File: src/rtl/operand_mux_arbiter.sv
// Round-robin arbiter sharing the constant-operand mux between fetch (A)
// and ALU (B) requesters; optional bounded lock, registered mux drive.
module operand_mux_arbiter #(
    parameter int WIDTH   = 17,
    parameter int MAXHOLD = 4
) (
    input  logic             Clock,
    input  logic             Reset_n,
    input  logic             ReqA,
    input  logic [1:0]       SelA,
    input  logic [WIDTH-1:0] DataA,
    input  logic             LockA,
    input  logic             ReqB,
    input  logic [1:0]       SelB,
    input  logic [WIDTH-1:0] DataB,
    input  logic             LockB,
    output logic             GntA,
    output logic             GntB,
    output logic [WIDTH-1:0] MuxInput,
    output logic [1:0]       MuxSelection,
    output logic             MuxValid,
    output logic             SelError
);

    localparam int HW = (MAXHOLD > 1) ? $clog2(MAXHOLD) : 1;
    localparam logic [HW-1:0] HMAX = HW'(MAXHOLD - 1);

    typedef enum logic [1:0] {IDLE, GRANT_A, GRANT_B} state_t;

    state_t        state;
    logic [HW-1:0] hold;
    logic          last_b;

    logic          win_a;
    logic          win_b;
    logic [HW-1:0] nxt_hold;
    logic [1:0]    win_sel;
    logic [WIDTH-1:0] win_data;
    logic          hold_max;

    assign hold_max = (hold == HMAX);

    always_comb begin
        win_a    = 1'b0;
        win_b    = 1'b0;
        nxt_hold = '0;
        unique case (state)
            GRANT_A: begin
                if (ReqB && (!(ReqA && LockA) || hold_max)) begin
                    win_b = 1'b1;
                end else if (ReqA) begin
                    win_a = 1'b1;
                    if (LockA)
                        nxt_hold = hold_max ? hold : hold + 1'b1;
                end
            end
            GRANT_B: begin
                if (ReqA && (!(ReqB && LockB) || hold_max)) begin
                    win_a = 1'b1;
                end else if (ReqB) begin
                    win_b = 1'b1;
                    if (LockB)
                        nxt_hold = hold_max ? hold : hold + 1'b1;
                end
            end
            default: begin
                // tie goes to whoever did not own the mux last
                if (ReqA && (!ReqB || last_b))
                    win_a = 1'b1;
                else if (ReqB)
                    win_b = 1'b1;
            end
        endcase
    end

    assign win_sel  = win_a ? SelA : SelB;
    assign win_data = win_a ? DataA : DataB;

    always_ff @(posedge Clock or negedge Reset_n) begin
        if (!Reset_n) begin
            state        <= IDLE;
            hold         <= '0;
            last_b       <= 1'b1;
            GntA         <= 1'b0;
            GntB         <= 1'b0;
            MuxValid     <= 1'b0;
            MuxInput     <= '0;
            MuxSelection <= 2'd0;
            SelError     <= 1'b0;
        end else begin
            state    <= win_a ? GRANT_A : (win_b ? GRANT_B : IDLE);
            hold     <= nxt_hold;
            GntA     <= win_a;
            GntB     <= win_b;
            MuxValid <= win_a | win_b;
            SelError <= (win_a | win_b) && (win_sel == 2'd3);
            if (win_a)
                last_b <= 1'b0;
            else if (win_b)
                last_b <= 1'b1;
            // illegal code 3 degrades to forcing zero
            if (win_a | win_b) begin
                MuxInput     <= win_data;
                MuxSelection <= (win_sel == 2'd3) ? 2'd1 : win_sel;
            end
        end
    end

endmodule

File: config.mk
export PLATFORM = sky130hd
export DESIGN_NAME = operand_mux_arbiter
export DESIGN_NICKNAME = d
export VERILOG_FILES = /design/src/rtl/operand_mux_arbiter.sv
export SDC_FILE = /design/constraint.sdc
export NUM_CORES = 1
export LEC_CHECK = 0
export BUFFER_PORTS_ARGS = -buffer_cell sky130_fd_sc_hd__buf_4
export CAP_MARGIN = 25
export CORE_MARGIN = 3
export CORE_UTILIZATION = 46
export DETAILED_ROUTE_END_ITERATION = 10
export PLACE_DENSITY = 0.8
export SYNTH_ARGS = -nofsm -noshare
export SYNTH_HDL_FRONTEND = slang
export SYNTH_SLANG_ARGS = --single-unit
File: constraint.sdc
create_clock -name Clock -period 3 [get_ports Clock]
set_clock_uncertainty 0.1 [all_clocks]
set_input_delay 0.15 -clock Clock [delete_from_list [all_inputs] [get_ports Clock]]
set_output_delay 0.15 -clock Clock [all_outputs]
set_load 0.005 [all_outputs]
==> results.md <==
Placed design:
- Summing all placed instances gives a cell area of 1960 um2.
- The total placed cells including tap cells is 255.
- The pre-CTS setup slack is 0.641 ns.
- The congestion estimate from routability-driven global placement came to 0.939.
- The wire-length estimate of the detail-placed layout is 3040 um.
- Port buffering added 66 buffers.

Drt:
- The average routed wire per standard cell is 16.3 um.
- After detailed routing, the number of vias per cell comes to 5.82.
- In this run the remaining antenna-violating nets after routing total 0.
- Before antenna repair, the detailed router went through 5 iterations.
- Wires add up to 4490 um.
- After the first detailed-routing iteration, the DRC count stood at 103.
- The total vias in the final route is 1,600.
- The count of unresolved DRC violations after routing is 0.

Setup path:
- In this run the critical register-to-register path is launched from state[0].
- The critical path capture point type is a flip-flop.
- The critical path data arrival time is 2.98 ns.
- The worst reg-to-reg setup slack is 0.19 ns.
- The worst register-to-register path ends at MuxInput[14].
- The type of the setup path with the least slack is flip-flop to flip-flop.
- The required time at the endpoint of the critical path is 3.17 ns.
- In this run the worst setup path begins at state[0].
- The most critical setup path has its endpoint at MuxInput[14].
- The worst register-to-register path has a depth of 6.
- The largest fanout on the critical path is 23.
- The startpoint type of the worst setup path is a flip-flop.

Clock network:
- The number of buffers inserted during clock tree synthesis is 3.
- CTS built an H-tree with a depth of 1.
- The buffer count from post-CTS setup fixing is 0.
- The clock passes through at most 2 buffers.
- For the worst-skew pair, the clock arrives at the later sink with an insertion delay of 0.32 ns.
- The clock drives 27 sinks.
- After clock tree synthesis, the clock-pin slew on the worst setup and hold paths is 0.15 ns.
- TritonCTS built the clock tree.
- The clock root buffer master is sky130_fd_sc_hd__clkbuf_4.

Timing:
- The final number of max-transition violations is 0.
- Subtracting the final worst setup slack from the clock period gives 2.81 ns.
- The pin slew with the least headroom to its limit is 0.828 ns.
- The hold violation count in the final report is 0.
- The maximum frequency from static timing analysis is 355 MHz.
- Once routing completed, OpenROAD measured the worst setup slack at 0.185 ns.
- The setup-violating endpoint count in the final report is 0.
- The final setup TNS is 0 ns.
- Headroom to the max-slew limit came out at 0.446.
- Hold timing on the final database bottoms out at a slack of 0.00423 ns.
- The share of the clock period used by the worst path after layout is 0.938.
- Setup repair after global routing left no endpoint under its margin.

Synthesis:
- Ranked by total cell area, the synthesized netlist is headed by sky130_fd_sc_hd__dfrtp_1 44%, sky130_fd_sc_hd__a31oi_1 16%, sky130_fd_sc_hd__nand3_1 7.4%.
- The summed instance area of the synthesized netlist is 1480 um2.
- The warning count from the yosys run is 0.
- A synthesized cell averages 9.21 um2.
- The share of the Yosys chip area taken by registers is 0.457.
- sky130_fd_sc_hd__dfrtp_1 takes more of the synthesized area than any other cell.
- In this run, synthesis produced a sequential element count of 27.
- Of the post-synthesis cell area, the dominant cell type holds 0.439.
- Synthesis produced a netlist whose cell count is 161.
- The count of cell types in the netlist is 32.
- The net count after synthesis is 207.

Floorplan:
- The floorplan step defined a die boundary enclosing 3940 um2.
- The number of placed I/O pins is 67.
- The number of rows in the core area is 19.
- In this run the vertical extent of the chip is 62.8 um.
- The core region is 2900 um2.
- The horizontal die dimension is 62.8 um.
- The effective utilization at floorplan is 0.511.

Status:
- The flow ran to the end, and the final reports show no timing, DRC or antenna violations.

Global route:
- The total overflow left after global routing is 0.
- For met3 alone, demand over resource in global routing was 0.0468.
- The most crowded layer after global routing is met2.
- The number of antenna violations at the first check in global routing was 0.
- The first global-routing pass estimated 7310 um of wire.
- The total track usage is 0.224.
- The global-route met1 utilization is 0.274.
- The met2 routing resource usage after global routing is 0.401.
- The maximum number of pins on one net before global-route repair is 28.
- The number of global-route vias before repair is 1,601.

Cells and area:
- The number of fillers in the final layout is 215.
- The most frequent standard cell in the layout excluding fill and tap cells is sky130_fd_sc_hd__buf_4.
- The top cell types in the final layout, fill and taps aside, are 70 x sky130_fd_sc_hd__buf_4, 38 x sky130_fd_sc_hd__a31oi_1, 26 x sky130_fd_sc_hd__dfrtp_1, 22 x sky130_fd_sc_hd__nand3_1, 19 x sky130_fd_sc_hd__o21ai_0.
- Excluding fillers, the count of instances in the completed layout stands at 275.
- At the end of the flow, the number of nets in the layout was 280.
- In the final layout, the share of cells above drive strength 1 is 0.352.
- After routing the design area is 2160 um2.
- The layout overhead on the synthesized area is 45.7%.
- For this run, the share of the core covered by cells in the final layout is 0.745.
- 0 antenna diodes ended up in the layout.

Worst hold path:
- Along the worst hold path, the cell count comes to 3.
- The worst hold path belongs to the class input pin to flip-flop.

Power and ir drop:
- Internal power comes to 1.12 mW.
- Power spread over the standard cell area amounts to 856 nW/um2.
- The design draws 1.85 mW.
- The maximum VDD drop is 0.000428 V.
- The switching power is 0.729 mW.
- Of the total power, combinational logic draws 0.568.
- Of the total power, the share spent switching nets is 0.395.
- The static leakage is 0.982 nW.
- The register share of total power is 0.349.
- Of the total power, the clock network draws 0.084.

Job:
- The number of max-cap violations is 0.
-- power by group through the flow --
stage	Sequential (mW)	Clock, mW	Combinational [mW]
3_5_place_dp	0.646	0	0.988
3_3_place_gp	0.641	0	0.959
5_1_grt	0.666	0.177	1.14
2_1_floorplan	0.649	0	0.603
4_1_cts	0.641	0.158	1.03
6_report	0.644	0.155	1.05
-- routing by layer --
layer,share of wire,vias up,wire length (um)
li1,-,760,-
met4,0.0040,0,18
met1,0.40,754,1810
met5,0,-,0
met2,0.50,84,2260
met3,0.090,2,405
-- worst min-delay path by stage --
stage          startpoint           end  slack (ns)
2_1_floorplan     Reset_n          GntB       -0.25
3_3_place_gp      Reset_n   MuxInput[1]       -0.02
3_5_place_dp      Reset_n   MuxInput[1]       -0.01
4_1_cts         DataA[10]  MuxInput[10]      0.0005
5_1_grt         DataB[13]  MuxInput[13]      0.0002
6_report         DataB[3]   MuxInput[3]       0.004
-- logic make-up after synthesis --
| family | synth area share |
|---|---|
| compound gates | 0.313 |
| simple gates | 0.131 |
| flops | 0.457 |
| buf+inv | 0.0827 |
| fa+ha+maj | 0.0169 |
-- timing repair --
item	CTS	global route
endpoints found under the setup margin	0	2
endpoints found under the hold margin	35	5
hold buffers	11	5
resized for setup	0	2
-- state kept, by name (all words and copies together), names as in the netlist --
| register | count |
|---|---|
| MuxInput | 17 |
| MuxSelection | 2 |
| hold | 2 |
| state | 2 |
| GntB | 1 |
| MuxValid | 1 |
| SelError | 1 |
| last_b | 1 |
-- layout make-up --
cell class              count  area, um2  share of cell area
well taps                  42       52.6              0.0243
clock inverters             1       5.00             0.00232
repair buffers             86        686               0.317
clock buffers               3       22.5              0.0104
inverters                   7       26.3              0.0122
multi-input cells         109        691               0.320
flip-flops and latches     27        677               0.313
-- synthesized netlist by cell type --
| master | n |
|---|---|
| sky130_fd_sc_hd__ha_1 | 2 |
| sky130_fd_sc_hd__a32oi_1 | 1 |
| sky130_fd_sc_hd__buf_4 | 1 |
| sky130_fd_sc_hd__dfrtp_1 | 26 |
| sky130_fd_sc_hd__o2111ai_1 | 1 |
| sky130_fd_sc_hd__nand2_1 | 5 |
| sky130_fd_sc_hd__a41o_1 | 1 |
| sky130_fd_sc_hd__a21boi_0 | 1 |
| sky130_fd_sc_hd__nor2b_1 | 2 |
| sky130_fd_sc_hd__o311ai_4 | 1 |
| sky130_fd_sc_hd__nand3b_1 | 1 |
| sky130_fd_sc_hd__nand4_1 | 1 |
| sky130_fd_sc_hd__a21boi_1 | 1 |
| sky130_fd_sc_hd__buf_2 | 2 |
| sky130_fd_sc_hd__or4b_4 | 1 |
| sky130_fd_sc_hd__nand3_1 | 22 |
| sky130_fd_sc_hd__dfstp_2 | 1 |
| sky130_fd_sc_hd__nand2b_1 | 1 |
| sky130_fd_sc_hd__a31o_2 | 1 |
| sky130_fd_sc_hd__inv_1 | 6 |
| sky130_fd_sc_hd__buf_1 | 1 |
| sky130_fd_sc_hd__a21oi_1 | 1 |
| sky130_fd_sc_hd__a311o_1 | 1 |
| sky130_fd_sc_hd__inv_2 | 1 |
| sky130_fd_sc_hd__o311a_1 | 1 |
| sky130_fd_sc_hd__buf_6 | 3 |
| sky130_fd_sc_hd__a31oi_1 | 39 |
| sky130_fd_sc_hd__nor2_1 | 2 |
| sky130_fd_sc_hd__and3_4 | 1 |
| sky130_fd_sc_hd__o21a_1 | 3 |
| sky130_fd_sc_hd__o21ai_0 | 19 |
| sky130_fd_sc_hd__clkbuf_1 | 11 |
-- worst max-delay path: stages, from the launching register on --
cell	delay (ns)
sky130_fd_sc_hd__dfrtp_1	0.40
sky130_fd_sc_hd__inv_1	0.05
sky130_fd_sc_hd__ha_1	0.42
sky130_fd_sc_hd__or4b_4	0.73
sky130_fd_sc_hd__and3_4	0.33
sky130_fd_sc_hd__a31oi_1	0.16
sky130_fd_sc_hd__dlygate4sd3_1	0.57
Note: power is estimated with default switching activity, not from simulation.
